--- config.mk ---
export PLATFORM = sky130hd
export DESIGN_NAME = dm_port_arbiter
export DESIGN_NICKNAME = d
export VERILOG_FILES = /design/src/rtl/dm_port_arbiter.sv
export SDC_FILE = /design/constraint.sdc
export NUM_CORES = 1
export LEC_CHECK = 0
export CORE_ASPECT_RATIO = 1.75
export CORE_MARGIN = 2
export CORE_UTILIZATION = 40
export CTS_CLUSTER_SIZE = 8
export DETAILED_ROUTE_END_ITERATION = 8
export GPL_ROUTABILITY_DRIVEN = 0
export PLACE_DENSITY = 0.86
export SETUP_SLACK_MARGIN = 0.02
export SYNTH_ARGS = -nofsm -noshare
export SYNTH_HDL_FRONTEND = slang
export SYNTH_SLANG_ARGS = --single-unit
--- constraint.sdc ---
create_clock -name clk -period 3.5 [get_ports clk]
set_clock_uncertainty 0.15 [all_clocks]
set_input_delay 0.35 -clock clk [delete_from_list [all_inputs] [get_ports clk]]
set_output_delay 0.35 -clock clk [all_outputs]
set_load 0.1 [all_outputs]
--- src/rtl/dm_port_arbiter.sv ---
// rtl/dm_port_arbiter.sv - data-memory port arbiter between core and DMA with starvation guard
module dm_port_arbiter #(
  parameter int DMA_SIZE   = 17,
  parameter int DMD_SIZE   = 16,
  parameter int STARVE_MAX = 4
) (
  input  logic                clk,
  input  logic                rst,
  input  logic                core_req,
  input  logic                core_wrb,
  input  logic [DMA_SIZE-1:0] core_add,
  input  logic [DMD_SIZE-1:0] core_dt,
  output logic                core_gnt,
  output logic                core_rvalid,
  output logic [DMD_SIZE-1:0] core_rdata,
  input  logic                dma_req,
  input  logic                dma_wrb,
  input  logic [DMA_SIZE-1:0] dma_add,
  input  logic [DMD_SIZE-1:0] dma_dt,
  output logic                dma_gnt,
  output logic                dma_rvalid,
  output logic [DMD_SIZE-1:0] dma_rdata,
  output logic                ps_dm_cslt,
  output logic                ps_dm_wrb,
  output logic [DMA_SIZE-1:0] dg_dm_add,
  output logic [DMD_SIZE-1:0] bc_dt,
  input  logic [DMD_SIZE-1:0] dm_bc_dt
);

  typedef enum logic {
    CORE_PRI  = 1'b0,
    DMA_FORCE = 1'b1
  } state_t;

  localparam logic [3:0] LP_STARVE_MAX = 4'(STARVE_MAX);

  state_t                r_state;
  state_t                w_state_nxt;
  logic [3:0]            r_starve_cnt;
  logic [3:0]            w_starve_nxt;
  logic                  w_core_gnt;
  logic                  w_dma_gnt;
  logic                  w_cmd_wr;
  logic [DMD_SIZE-1:0]   w_wr_dt;
  logic                  r_valid;
  logic                  r_owner_dma;
  logic                  r_wr_inflight;
  logic [DMD_SIZE-1:0]   r_bc_dt;
  logic [DMD_SIZE-1:0]   r_core_rdata;
  logic [DMD_SIZE-1:0]   r_dma_rdata;
  logic                  w_core_rvalid;
  logic                  w_dma_rvalid;

  // Grant selection: core first unless DMA has been starved; nothing granted in reset
  always_comb begin
    w_core_gnt = 1'b0;
    w_dma_gnt  = 1'b0;
    if (rst) begin
      if (r_state == DMA_FORCE) begin
        w_dma_gnt  = dma_req;
        w_core_gnt = core_req & ~dma_req;
      end else begin
        w_core_gnt = core_req;
        w_dma_gnt  = dma_req & ~core_req;
      end
    end
  end

  // Starvation counter and FSM next state; force DMA on the edge the count reaches the limit
  always_comb begin
    w_state_nxt  = r_state;
    w_starve_nxt = 4'd0;
    if (dma_req && !w_dma_gnt) begin
      w_starve_nxt = (r_starve_cnt >= LP_STARVE_MAX) ? r_starve_cnt : r_starve_cnt + 4'd1;
    end
    case (r_state)
      CORE_PRI:  if (w_starve_nxt == LP_STARVE_MAX) w_state_nxt = DMA_FORCE;
      DMA_FORCE: if (w_dma_gnt || !dma_req) w_state_nxt = CORE_PRI;
      default:   w_state_nxt = CORE_PRI;
    endcase
  end

  // FSM and starvation counter registers
  always_ff @(posedge clk) begin
    if (!rst) begin
      r_state      <= CORE_PRI;
      r_starve_cnt <= 4'd0;
    end else begin
      r_state      <= w_state_nxt;
      r_starve_cnt <= w_starve_nxt;
    end
  end

  // Command mux from whichever requester owns the port this cycle
  always_comb begin
    ps_dm_cslt = w_core_gnt | w_dma_gnt;
    ps_dm_wrb  = 1'b0;
    dg_dm_add  = '0;
    w_wr_dt    = dma_dt;
    if (w_core_gnt) begin
      ps_dm_wrb = core_wrb;
      dg_dm_add = core_add;
      w_wr_dt   = core_dt;
    end else if (w_dma_gnt) begin
      ps_dm_wrb = dma_wrb;
      dg_dm_add = dma_add;
    end
    w_cmd_wr = ps_dm_cslt & ps_dm_wrb;
  end

  // Write-data retiming and read-return tracking; a write already issued survives a reset edge
  always_ff @(posedge clk) begin
    if (!rst) begin
      r_valid       <= 1'b0;
      r_owner_dma   <= 1'b0;
      r_wr_inflight <= 1'b0;
      r_core_rdata  <= '0;
      r_dma_rdata   <= '0;
      if (!r_wr_inflight) r_bc_dt <= '0;
    end else begin
      r_valid       <= ps_dm_cslt & ~ps_dm_wrb;
      r_owner_dma   <= w_dma_gnt;
      r_wr_inflight <= w_cmd_wr;
      if (w_cmd_wr)      r_bc_dt      <= w_wr_dt;
      if (w_core_rvalid) r_core_rdata <= dm_bc_dt;
      if (w_dma_rvalid)  r_dma_rdata  <= dm_bc_dt;
    end
  end

  // Read return steering; a read in flight when reset asserts is squashed
  always_comb begin
    w_core_rvalid = rst & r_valid & ~r_owner_dma;
    w_dma_rvalid  = rst & r_valid & r_owner_dma;
  end

  assign core_gnt    = w_core_gnt;
  assign dma_gnt     = w_dma_gnt;
  assign core_rvalid = w_core_rvalid;
  assign dma_rvalid  = w_dma_rvalid;
  assign core_rdata  = w_core_rvalid ? dm_bc_dt : r_core_rdata;
  assign dma_rdata   = w_dma_rvalid ? dm_bc_dt : r_dma_rdata;
  assign bc_dt       = r_bc_dt;

endmodule

======== Word-level counts from Yosys, hierarchy flattened ========
Index checks and enable logic that the tools add are counted.
word-level totals
  bits in registers ....................... 56
  bits of input ports ..................... 88
  output and inout port bits .............. 71
  logic and storage cells ................. 50
cells by class
  add/subtract/negate cells ............... 1
  order comparisons ....................... 1
  equal/unequal tests ..................... 3
  muxes and demuxes ....................... 19
  bitwise gates (word level) .............. 13
  reductions and logical operators ........ 5
operators with widths
  cell                   number
  $mux W16               6
  $mux W17               2
  $mux W1                8
  $mux W4                2
  $and A1 B1 Y1          7
  $not A1 Y1             5
  $add A4 B1 Y4 const B  1
  $eq A4 B3 Y1 const B   1
  $ge A4 B3 Y1 const B   1
  $logic_not A1 Y1       2
  $ne A2 B1 Y1 const B   1
  $ne A2 B2 Y1 const B   1
  $pmux W1 S2            1
  $reduce_and A2 Y1      1
  $logic_and A1 B1 Y1    1
  $logic_or A1 B1 Y1     1
  $or A1 B1 Y1           1

======== Depth between registers and ports, before layout ========
Gate-level depths: netlist of the first run.
  depth after elaboration ................. 10
  mapped depth ............................ 6
  depth with buffers taken out ............ 4

======== Least setup slack after synthesis of the first run ========
Ideal clock, no wire load.
  path type ............................... input to output
  start point ............................. input port rst
  end point ............................... output port dg_dm_add[10]
  arrival time ............................ 2131 ps
  data required time ...................... 3000 ps
  slack ................................... 869 ps
  cell stages on the path ................. 5
  path buffers ............................ 3
  path through ............................ buf_4 -> and3_1 -> buf_2 -> buf_2 -> a22o_1
between the ends
  word-level cells in the longest chain between the ends .. 3
  elaborated cells on any way between the ends .. 4
  those cells by class .................... 4 x mux
RTL lines
  element             RTL line  RTL
  start: declaration  8         input logic rst,
  $mux W1             58        if (rst) begin
  named net dma_gnt   20        output logic dma_gnt,
  $mux W17            104       end else if (w_dma_gnt) begin
  $mux W17            100       if (w_core_gnt) begin
  end: declaration    25        output logic [DMA_SIZE-1:0] dg_dm_add,
The timed path passes the listed nets, and every way through them passes these cells.

======== Worst setup path in the final report of the first run ========
  start point ............................. input port rst
  end point ............................... output port dma_rdata[10]
between the ends
  word-level cells in the longest chain between the ends .. 3
RTL lines
  element                      RTL line  RTL
  $and A1 B1 Y1 (2 in series)  133       w_dma_rvalid = rst & r_valid & r_owner_dma;
  $mux W16                     -
  end: declaration             22        output logic [DMD_SIZE-1:0] dma_rdata,
Every way passes these cells.

==> impl_metrics.csv, run 1 <==
group,metric,value,unit
yosys,synth_top_area_share,31.1,%
yosys,synth.avg_cell_area,11.1,um^2
power,p_switching,0.692,mW
timing,hold_viol_final,0,
timing,setup_tns,0,ns
yosys,synthesis.area,2570,um^2
clock_tree,cts_sinks,56,
layout,fin_cells,468,
floorplanning,die_h,110,um
timing,drv_slew,0,
detailed_routing,ant_nets,0,
timing,max-slew-margin-rel,32.5,%
min_path,min_path_cells,2,
layout,final_common_cell,"clkdlybuf4s50_1",
yosys,ys_ff_latch,56,
floorplanning,io_pins,159,
layout,nets,476,
worst_setup_path,worstPathMaxFanout,29,
power,irDropWorstVdd,0.257,mV
clock_tree,clockBufferDepth,2,
layout,mostFrequentLayoutCells,"103 x clkdlybuf4s50_1, 56 x buf_12, 40 x dfxtp_1, 32 x mux2_2, 23 x and2_1",
placement,dp_cells,460,
power,combPwrFrac,40.6,%
worst_setup_path,crit_path_max_incr_delay,0.54,ns
grt,antenna_found_initial,0,
layout,utilization,78.3,%
timing,timing.fmax,358,MHz
flow_run,maxCapViolations,0,
placement,dp_hpwl,6.10,mm
worst_setup_path,cp-start-kind,"input pin",
grt,overflow,0,
clock_tree,cts_hold_buf,0,
floorplanning,die-area,7120,um^2
detailed_routing,drc,0,
clock_tree,root_buffer,"clkbuf_8",
power,p_int,1.16,mW
yosys,synth_nets,322,
layout,area_delta_synth_final,89.5,%
layout,drive_gt1_share,28.6,%
floorplanning,start_util,41.3,%
clock_tree,path_clk_slew,0.10,ns
detailed_routing,routed-via-count,2311,
clock_tree,post_cts_buffers,0,
floorplanning,core_area,6230,um^2
yosys,synth_area_leader_cell,"dfxtp_1",
timing,rsz0062_at_grt,"false",
power,power.density,380,nW/um^2
outcome,status,"finished, final reports clean",
yosys,ys_top_cells_by_area,"dfxtp_1 31%, edfxtp_1 19%, mux2_2 14%, mux2i_1 6.2%, a22o_1 5.8%",
worst_setup_path,crit_path_end_kind,"output pin",
clock_tree,clkLatencyLatePin,0.31,ns
clock_tree,htreeDepth,2,
worst_setup_path,crit_arrival,2.30,ns
yosys,ys_seq_area_share,49.8,%
worst_setup_path,path_class,"in -> out",
power,sw_frac_of_total,37.3,%
yosys,synthCells,233,
detailed_routing,dr.first_iter.drc_count,80,
grt,grt_pass1_wl,11.0,mm
min_path,hold_class,"reg -> reg",
detailed_routing,dr.pass1.iters,4,
detailed_routing,wl,7.51,mm
timing,period_minus_slack,2.80,ns
grt,grt_pass1_vias,2436,
worst_setup_path,crit_required,3.00,ns
timing,setup_violations,0,
grt,grt_max_degree,30,
placement,io_buffers,158,
clock_tree,cts_resized,0,
worst_setup_path,reg2reg_depth,3,
floorplanning,die_w,64.7,um
worst_setup_path,cpMaxStageDelayCell,"clkdlybuf4s50_1",
timing,post-route-period-util,79.9,%
yosys,synth_warnings,0,
timing,whs,0.352,ns
power,seq_power_share,38.3,%
power,pwr-share-clk,21.2,%
timing,tightest_slew,1.01,ns
worst_setup_path,crit_chain,"clkdlybuf4s50_1, buf_4, nand3_2, mux2_2, buf_12",
detailed_routing,avgRoutedWirePerCell,16.1,um
yosys,synth.distinct_cells,30,
power,leakage,2.08,nW
floorplanning,rows,38,
clock_tree,cts_buffers,5,
grt,grt_usage,20.6,%
clock_tree,cts_tree,"yes",
detailed_routing,vias_per_cell,4.94,
layout,diodes,0,
critical path: cells and delay by family:
family	cells	cell delay [ns]
mux	1	0.47
buf+inv	3	1.03
simple gates	1	0.44
final timing paths:
kind	start	endpoint	slack (ns)
setup / recovery	rst	dma_rdata[10]	0.70
hold / removal	r_starve_cnt[3]	r_starve_cnt[3]	0.35
setup reg to reg	r_state	bc_dt[14]	1.57
hold reg to reg	r_starve_cnt[3]	r_starve_cnt[3]	0.35
state kept, by name, summed over array words and instances (netlist names):
register / cells
r_core_rdata: 16
r_valid: 1
r_dma_rdata: 16
r_wr_inflight: 1
r_state: 1
r_starve_cnt: 4
bc_dt: 16
r_owner_dma: 1
cells in the mapped netlist:
cell      number
xnor2_1        1
dfxtp_1       40
buf_2          5
mux2_2        32
a22o_1        17
or3_1          1
a21oi_1        4
nor2_1         6
nand2b_1       1
mux2i_1       16
and4_1         1
clkbuf_8       1
inv_1         20
and2_2         9
ha_1           1
and3_1         2
buf_4          3
nand3b_1       1
clkbuf_1       5
nand4b_2       1
or4_1          1
o21ai_0        2
nand3b_2       1
nand2_1       18
a21o_1         2
and2_1        23
edfxtp_1      16
a211o_1        1
a211oi_1       1
nand3_2        1
metal layers:
layer  track usage, %  vias up  wire length (um)
met5                0        -                 0
met3             3.86       19               392
met1             18.4     1072              2350
li1                 -     1105                 -
met2             42.4      115              4510
met4             10.2        0               270
metrics by stage:
stage	setup slack (ns)	cell area, um^2	total power [mW]
6_report	0.705	4880	1.86
5_1_grt	0.570	4880	1.91
3_5_place_dp	0.669	4770	1.48
4_1_cts	0.672	4880	1.87
3_3_place_gp	0.727	4770	1.47
2_1_floorplan	0.869	2570	1.18
cells by family (layout without fill, tap and decap cells):
family / after synthesis / count (layout) / synth area share (%)
and+or+nand+nor: 66 / 66 / 15.0
DFF: 56 / 56 / 49.8
muxes: 48 / 48 / 20.2
buffers and inverters: 34 / 189 / 6.02
AOI/OAI and AO/OA: 27 / 27 / 8.16
adders and majority gates: 1 / 1 / 0.486
xor gates and xnor gates: 1 / 1 / 0.340
power by group through the flow:
| stage | clock [mW] | sequential, mW | combinational, mW |
|---|---|---|---|
| 6_report | 0.393 | 0.710 | 0.753 |
| 3_5_place_dp | 0 | 0.725 | 0.756 |
| 2_1_floorplan | 0 | 0.856 | 0.322 |
| 3_3_place_gp | 0 | 0.723 | 0.748 |
| 5_1_grt | 0.422 | 0.713 | 0.776 |
| 4_1_cts | 0.403 | 0.711 | 0.757 |
final cells by class:
class                           count  area, um^2
Tap cell                           80         100
Clock inverter                      2        11.3
Multi-Input combinational cell    143        1150
Sequential cell                    56        1280
Inverter                           20        75.1
Fill cell                         385        1350
Timing Repair Buffer              161        2170
Clock buffer                        6        93.8
Power figures use the tool's default switching activity.
==> run 2, diff against run 1 <==
--- a/config.mk
+++ b/config.mk
@@ -7,11 +7,11 @@
 export LEC_CHECK = 0
 export CORE_ASPECT_RATIO = 1.75
 export CORE_MARGIN = 2
-export CORE_UTILIZATION = 40
+export CORE_UTILIZATION = 37
 export CTS_CLUSTER_SIZE = 8
 export DETAILED_ROUTE_END_ITERATION = 8
 export GPL_ROUTABILITY_DRIVEN = 0
-export PLACE_DENSITY = 0.86
+export PLACE_DENSITY = 0.8
 export SETUP_SLACK_MARGIN = 0.02
 export SYNTH_ARGS = -nofsm -noshare
 export SYNTH_HDL_FRONTEND = slang
==> constraint.sdc (replaced) <==
create_clock -name clk -period 2.7 [get_ports clk]
set_clock_uncertainty 0.15 [all_clocks]
set_input_delay 0.27 -clock clk [delete_from_list [all_inputs] [get_ports clk]]
set_output_delay 0.27 -clock clk [all_outputs]
set_load 0.1 [all_outputs]
==> impl_metrics.csv, run 2 (synthesis gave the netlist of run 1 again) <==
group,metric,value,unit
clock_tree,cts_buffers,5,
min_path,min_delay_worst_endpoint,"r_starve_cnt[3]",
detailed_routing,dr.pass1.iters,4,
grt,grt_max_degree,39,
layout,final_common_cell,"clkdlybuf4s50_1",
power,irDropWorstVdd,0.362,mV
worst_setup_path,worstPathMaxFanout,38,
layout,mostFrequentLayoutCells,"87 x clkdlybuf4s50_1, 56 x buf_12, 40 x dfxtp_1, 32 x mux2_2, 23 x and2_1",
worst_setup_path,reg2reg_depth,4,
clock_tree,cts_sinks,56,
grt,grt.met1_usage,17.1,%
flow_run,maxCapViolations,0,
layout,area_delta_synth_final,92.0,%
clock_tree,post_cts_buffers,0,
timing,timing.fmax,446,MHz
detailed_routing,routed-via-count,2289,
clock_tree,clkLatencyLatePin,0.29,ns
min_path,hold_start,"r_starve_cnt[3]",
worst_setup_path,cp-start-kind,"input pin",
grt,grt_usage,20.1,%
timing,hold_viol_final,0,
grt,grt_pass1_wl,11.6,mm
worst_setup_path,r2r-end,"bc_dt[12]",
grt,grtUsageMet3,3.74,%
layout,diodes,0,
floorplanning,io_pins,159,
timing,post-route-period-util,83.0,%
worst_setup_path,crit_path_end_kind,"output pin",
floorplanning,core_area,6810,um^2
worst_setup_path,path_class,"in -> out",
grt,overflow,0,
clock_tree,cts_resized,0,
grt,antenna_found_initial,0,
floorplanning,die_h,114,um
timing,tightest_slew,0.293,ns
timing,max-slew-margin-rel,80.4,%
clock_tree,cts_tree,"yes",
layout,fin_cells,475,
floorplanning,die-area,7670,um^2
clock_tree,cts_hold_buf,0,
timing,setup_tns,0,ns
clock_tree,path_clk_slew,0.06,ns
layout,utilization,72.6,%
timing,whs,0.346,ns
floorplanning,rows,40,
min_path,min_path_cells,2,
detailed_routing,ant_nets,0,
clock_tree,clockBufferDepth,2,
clock_tree,htreeDepth,2,
floorplanning,die_w,67.1,um
detailed_routing,drc,0,
layout,design_area,4940,um^2
clock_tree,root_buffer,"clkbuf_16",
worst_setup_path,ff2ff_setup_slack,1.02,ns
worst_setup_path,crit_arrival,1.82,ns
placement,io_buffers,158,
layout,nets,480,
outcome,status,"finished, final reports clean",
grt,grt_pass1_vias,2531,
floorplanning,start_util,37.8,%
timing,period_minus_slack,2.24,ns
timing,setup_violations,0,
placement,dp_hpwl,6.07,mm
placement,dp_cells,468,
detailed_routing,vias_per_cell,4.82,
detailed_routing,avgRoutedWirePerCell,15.6,um
grt,grt.busiest_layer,"met2",
detailed_routing,wl,7.42,mm
worst_setup_path,crit_required,2.28,ns
layout,drive_gt1_share,33.2,%
placement,place_area,4770,um^2
timing,rsz0062_at_grt,"false",
power,power.density,530,nW/um^2
power,leakage,2.14,nW
detailed_routing,dr.first_iter.drc_count,106,
worst_setup_path,regToRegStartpoint,"r_state",
timing,drv_slew,0,
min_path,hold_class,"reg -> reg",
grt,use_met2,41.1,%
## run 2: layout make-up
cell class / count / area (um^2)
timing repair buffer: 165 / 2160
fill: 479 / 1860
sequential: 56 / 1280
multi-input combinational: 143 / 1150
clock buffer: 7 / 175
tap: 84 / 105
inverter: 20 / 75.1
## run 2: worst max path at each step
stage	startpoint	to	depth (start not counted)
after floorplan	r_state	dg_dm_add[10]	5
after global placement	rst	bc_dt[0]	6
after detailed placement	rst	bc_dt[12]	6
after CTS	rst	dg_dm_add[5]	6
after global routing	rst	dg_dm_add[3]	6
final	rst	dg_dm_add[2]	6
## run 2: through the flow
stage | power [mW] | setup WS (ns)
detailed placement | 1.92 | 0.430
global route | 2.70 | 0.377
CTS | 2.64 | 0.446
finish | 2.62 | 0.460
floorplan | 1.53 | 0.182
global placement | 1.90 | 0.448
## run 2: per-layer routing
metal  wire length, um  up-vias
met5                 0        -
met4               244        0
met3               395       16
met2              4490      104
met1              2290     1059
li1                  -     1110
## run 2: power breakdown
part | internal, mW | switching (mW) | total [mW] | leakage (nW)
sequential | 0.909 | 0.0120 | 0.921 | 0.487
combinational | 0.357 | 0.613 | 0.969 | 1.57
clock | 0.451 | 0.278 | 0.729 | 0.0863
total | 1.72 | 0.903 | 2.62 | 2.14
## run 2: critical path, cell delays in order
cell	delay [ns]
clkdlybuf4s50_1	0.60
nand2_1	0.13
a21oi_4	0.15
buf_12	0.24
a22o_1	0.23
buf_12	0.18
==> run 3, diff against run 2 <==
--- a/config.mk
+++ b/config.mk
@@ -7,11 +7,11 @@
 export LEC_CHECK = 0
 export CORE_ASPECT_RATIO = 1.75
 export CORE_MARGIN = 2
-export CORE_UTILIZATION = 37
+export CORE_UTILIZATION = 33
 export CTS_CLUSTER_SIZE = 8
 export DETAILED_ROUTE_END_ITERATION = 8
 export GPL_ROUTABILITY_DRIVEN = 0
-export PLACE_DENSITY = 0.8
+export PLACE_DENSITY = 0.76
 export SETUP_SLACK_MARGIN = 0.02
 export SYNTH_ARGS = -nofsm -noshare
 export SYNTH_HDL_FRONTEND = slang
==> constraint.sdc (replaced) <==
create_clock -name clk -period 1.9 [get_ports clk]
set_clock_uncertainty 0.15 [all_clocks]
set_input_delay 0.19 -clock clk [delete_from_list [all_inputs] [get_ports clk]]
set_output_delay 0.19 -clock clk [all_outputs]
set_load 0.1 [all_outputs]
==> impl_metrics.csv, run 3 (synthesis gave the netlist of run 1 again) <==
group,metric,value,unit
power,p_switching,1.29,mW
placement,dp_hpwl,6.29,mm
detailed_routing,dr.first_iter.drc_count,95,
timing,max-slew-margin-rel,80.7,%
grt,grt_max_degree,33,
power,power.density,705,nW/um^2
power,pwr-share-clk,25.0,%
floorplanning,die_w,70.8,um
clock_tree,cts_buffers,5,
worst_setup_path,cp-start-kind,"flip-flop",
layout,fill_cells,564,
timing,rsz0062_at_grt,"true",
worst_setup_path,cpMaxStageDelayCell,"dfxtp_4",
detailed_routing,wl,7.96,mm
grt,grt_pass1_wl,12.3,mm
clock_tree,cts_tree,"yes",
power,seq_power_share,35.5,%
power,leakage,2.32,nW
placement,pre_cts_ws,-0.0754,ns
clock_tree,clkLatencyLatePin,0.28,ns
timing,post-route-period-util,98.6,%
min_path,hold_class,"in -> reg",
grt,overflow,0,
layout,multiInputGateArea,1320,um^2
grt,grt_usage,18.6,%
detailed_routing,routed-via-count,2349,
floorplanning,die_h,121,um
floorplanning,core_area,7570,um^2
power,irDropWorstVdd,0.467,mV
power,combPwrFrac,39.4,%
worst_setup_path,path_class,"reg -> out",
worst_setup_path,crit_path_max_incr_delay,0.36,ns
timing,timing.fmax,534,MHz
timing,setup_slack,0.0261,ns
grt,grt_pass1_vias,2622,
placement,io_buffers,158,
grt,antenna_found_initial,0,
power,sw_frac_of_total,35.1,%
clock_tree,htreeDepth,2,
timing,tightest_slew,0.289,ns
layout,final-seq-area,1290,um^2
layout,mostFrequentLayoutCells,"84 x clkdlybuf4s50_1, 59 x buf_12, 37 x dfxtp_1, 27 x buf_4, 24 x mux2_2",
clock_tree,cts_hold_buf,0,
detailed_routing,avgRoutedWirePerCell,16.3,um
flow_run,maxCapViolations,0,
timing,period_minus_slack,1.87,ns
layout,nets,489,
layout,diodes,0,
clock_tree,clockBufferDepth,2,
timing,whs,0.146,ns
floorplanning,start_util,34.0,%
worst_setup_path,crit_chain,"nand2b_4, and3_4, buf_12, a22o_4, buf_12",
detailed_routing,dr.pass1.iters,4,
layout,area_delta_synth_final,103,%
floorplanning,rows,42,
layout,drive_gt1_share,39.7,%
clock_tree,cts_sinks,56,
layout,final_common_cell,"clkdlybuf4s50_1",
power,total_power,3.68,mW
clock_tree,path_clk_slew,0.07,ns
outcome,status,"finished, final reports clean",
timing,hold_viol_final,0,
detailed_routing,ant_nets,0,
floorplanning,io_pins,159,
clock_tree,root_buffer,"clkbuf_16",
timing,setup_violations,0,
worst_setup_path,crit_required,1.56,ns
worst_setup_path,critPathBufInv,2,
detailed_routing,vias_per_cell,4.80,
timing,drv_slew,0,
worst_setup_path,crit_family,"flip-flops",
power,p_int,2.39,mW
worst_setup_path,crit_arrival,1.53,ns
floorplanning,die-area,8550,um^2
worst_setup_path,cp_common_cell,"buf_12",
detailed_routing,drc,0,
worst_setup_path,worstPathMaxFanout,18,
worst_setup_path,crit_path_end_kind,"output pin",
run 3: cell count changes in the layout (fill, tap and decap cells not counted), moves of 3 or more:
cell and change:
buf_12 +3, a22o_1 -13, buf_4 +5, mux2_4 +8
clkdlybuf4s50_1 -3, dfxtp_1 -3, a22o_4 +13, mux2_2 -8
run 3: layout make-up:
class	instances	area share, %
Tap cell	88	2.11
Sequential cell	56	24.7
Timing Repair Buffer	174	43.6
Inverter	20	1.44
Multi-Input combinational cell	143	25.3
Clock buffer	8	2.87
run 3: worst paths after layout:
kind                     end  cells after the start  slack (ns)             from
max             dg_dm_add[3]                      5        0.03          r_state
min              r_owner_dma                      2        0.15              rst
max reg2reg        bc_dt[12]                      4        0.32          r_state
min reg2reg  r_starve_cnt[3]                      2        0.33  r_starve_cnt[3]
run 3: repair_timing:
action | CTS | global route
resized for setup | 6 | 17
endpoints found under the setup margin | 36 | 50
cloned | 0 | 1
buffers inserted | 0 | 0
run 3: worst register-to-register path, delay by kind of cell (launching register included):
family,cells,cell delay [ns]
DFF,1,0.36
buffers and inverters,1,0.17
AOI/OAI and AO/OA,1,0.31
and+or+nand+nor,2,0.36
run 3: routing by layer:
metal | part of all wire (%) | track usage, % | vias up | wire, um
li1 | - | - | 1130 | -
met1 | 30 | 16.4 | 1110 | 2370
met2 | 62 | 37.7 | 99 | 4960
met3 | 5.7 | 4.15 | 10 | 456
met4 | 2.1 | 8.73 | 0 | 170
met5 | 0 | 0 | - | 0
run 3: stage by stage:
stage               util [%]  setup TNS [ns]  std cells  instance area [um^2]
floorplan                  -       -0.000910        233                  2660
global placement        65.4          -0.757        480                  4950
detailed placement      65.4           -1.72        480                  4950
finish                  69.0               0        489                  5230
global route            69.0         -0.0769        489                  5230
CTS                     67.7               0        488                  5120
run 3: power groups by stage:
stage	Combinational (mW)	Clock, mW	Sequential [mW]
floorplan	0.611	0	1.58
global placement	1.42	0	1.33
detailed placement	1.43	0	1.34
CTS	1.44	0.947	1.31
global route	1.50	0.991	1.31
finish	1.45	0.921	1.31
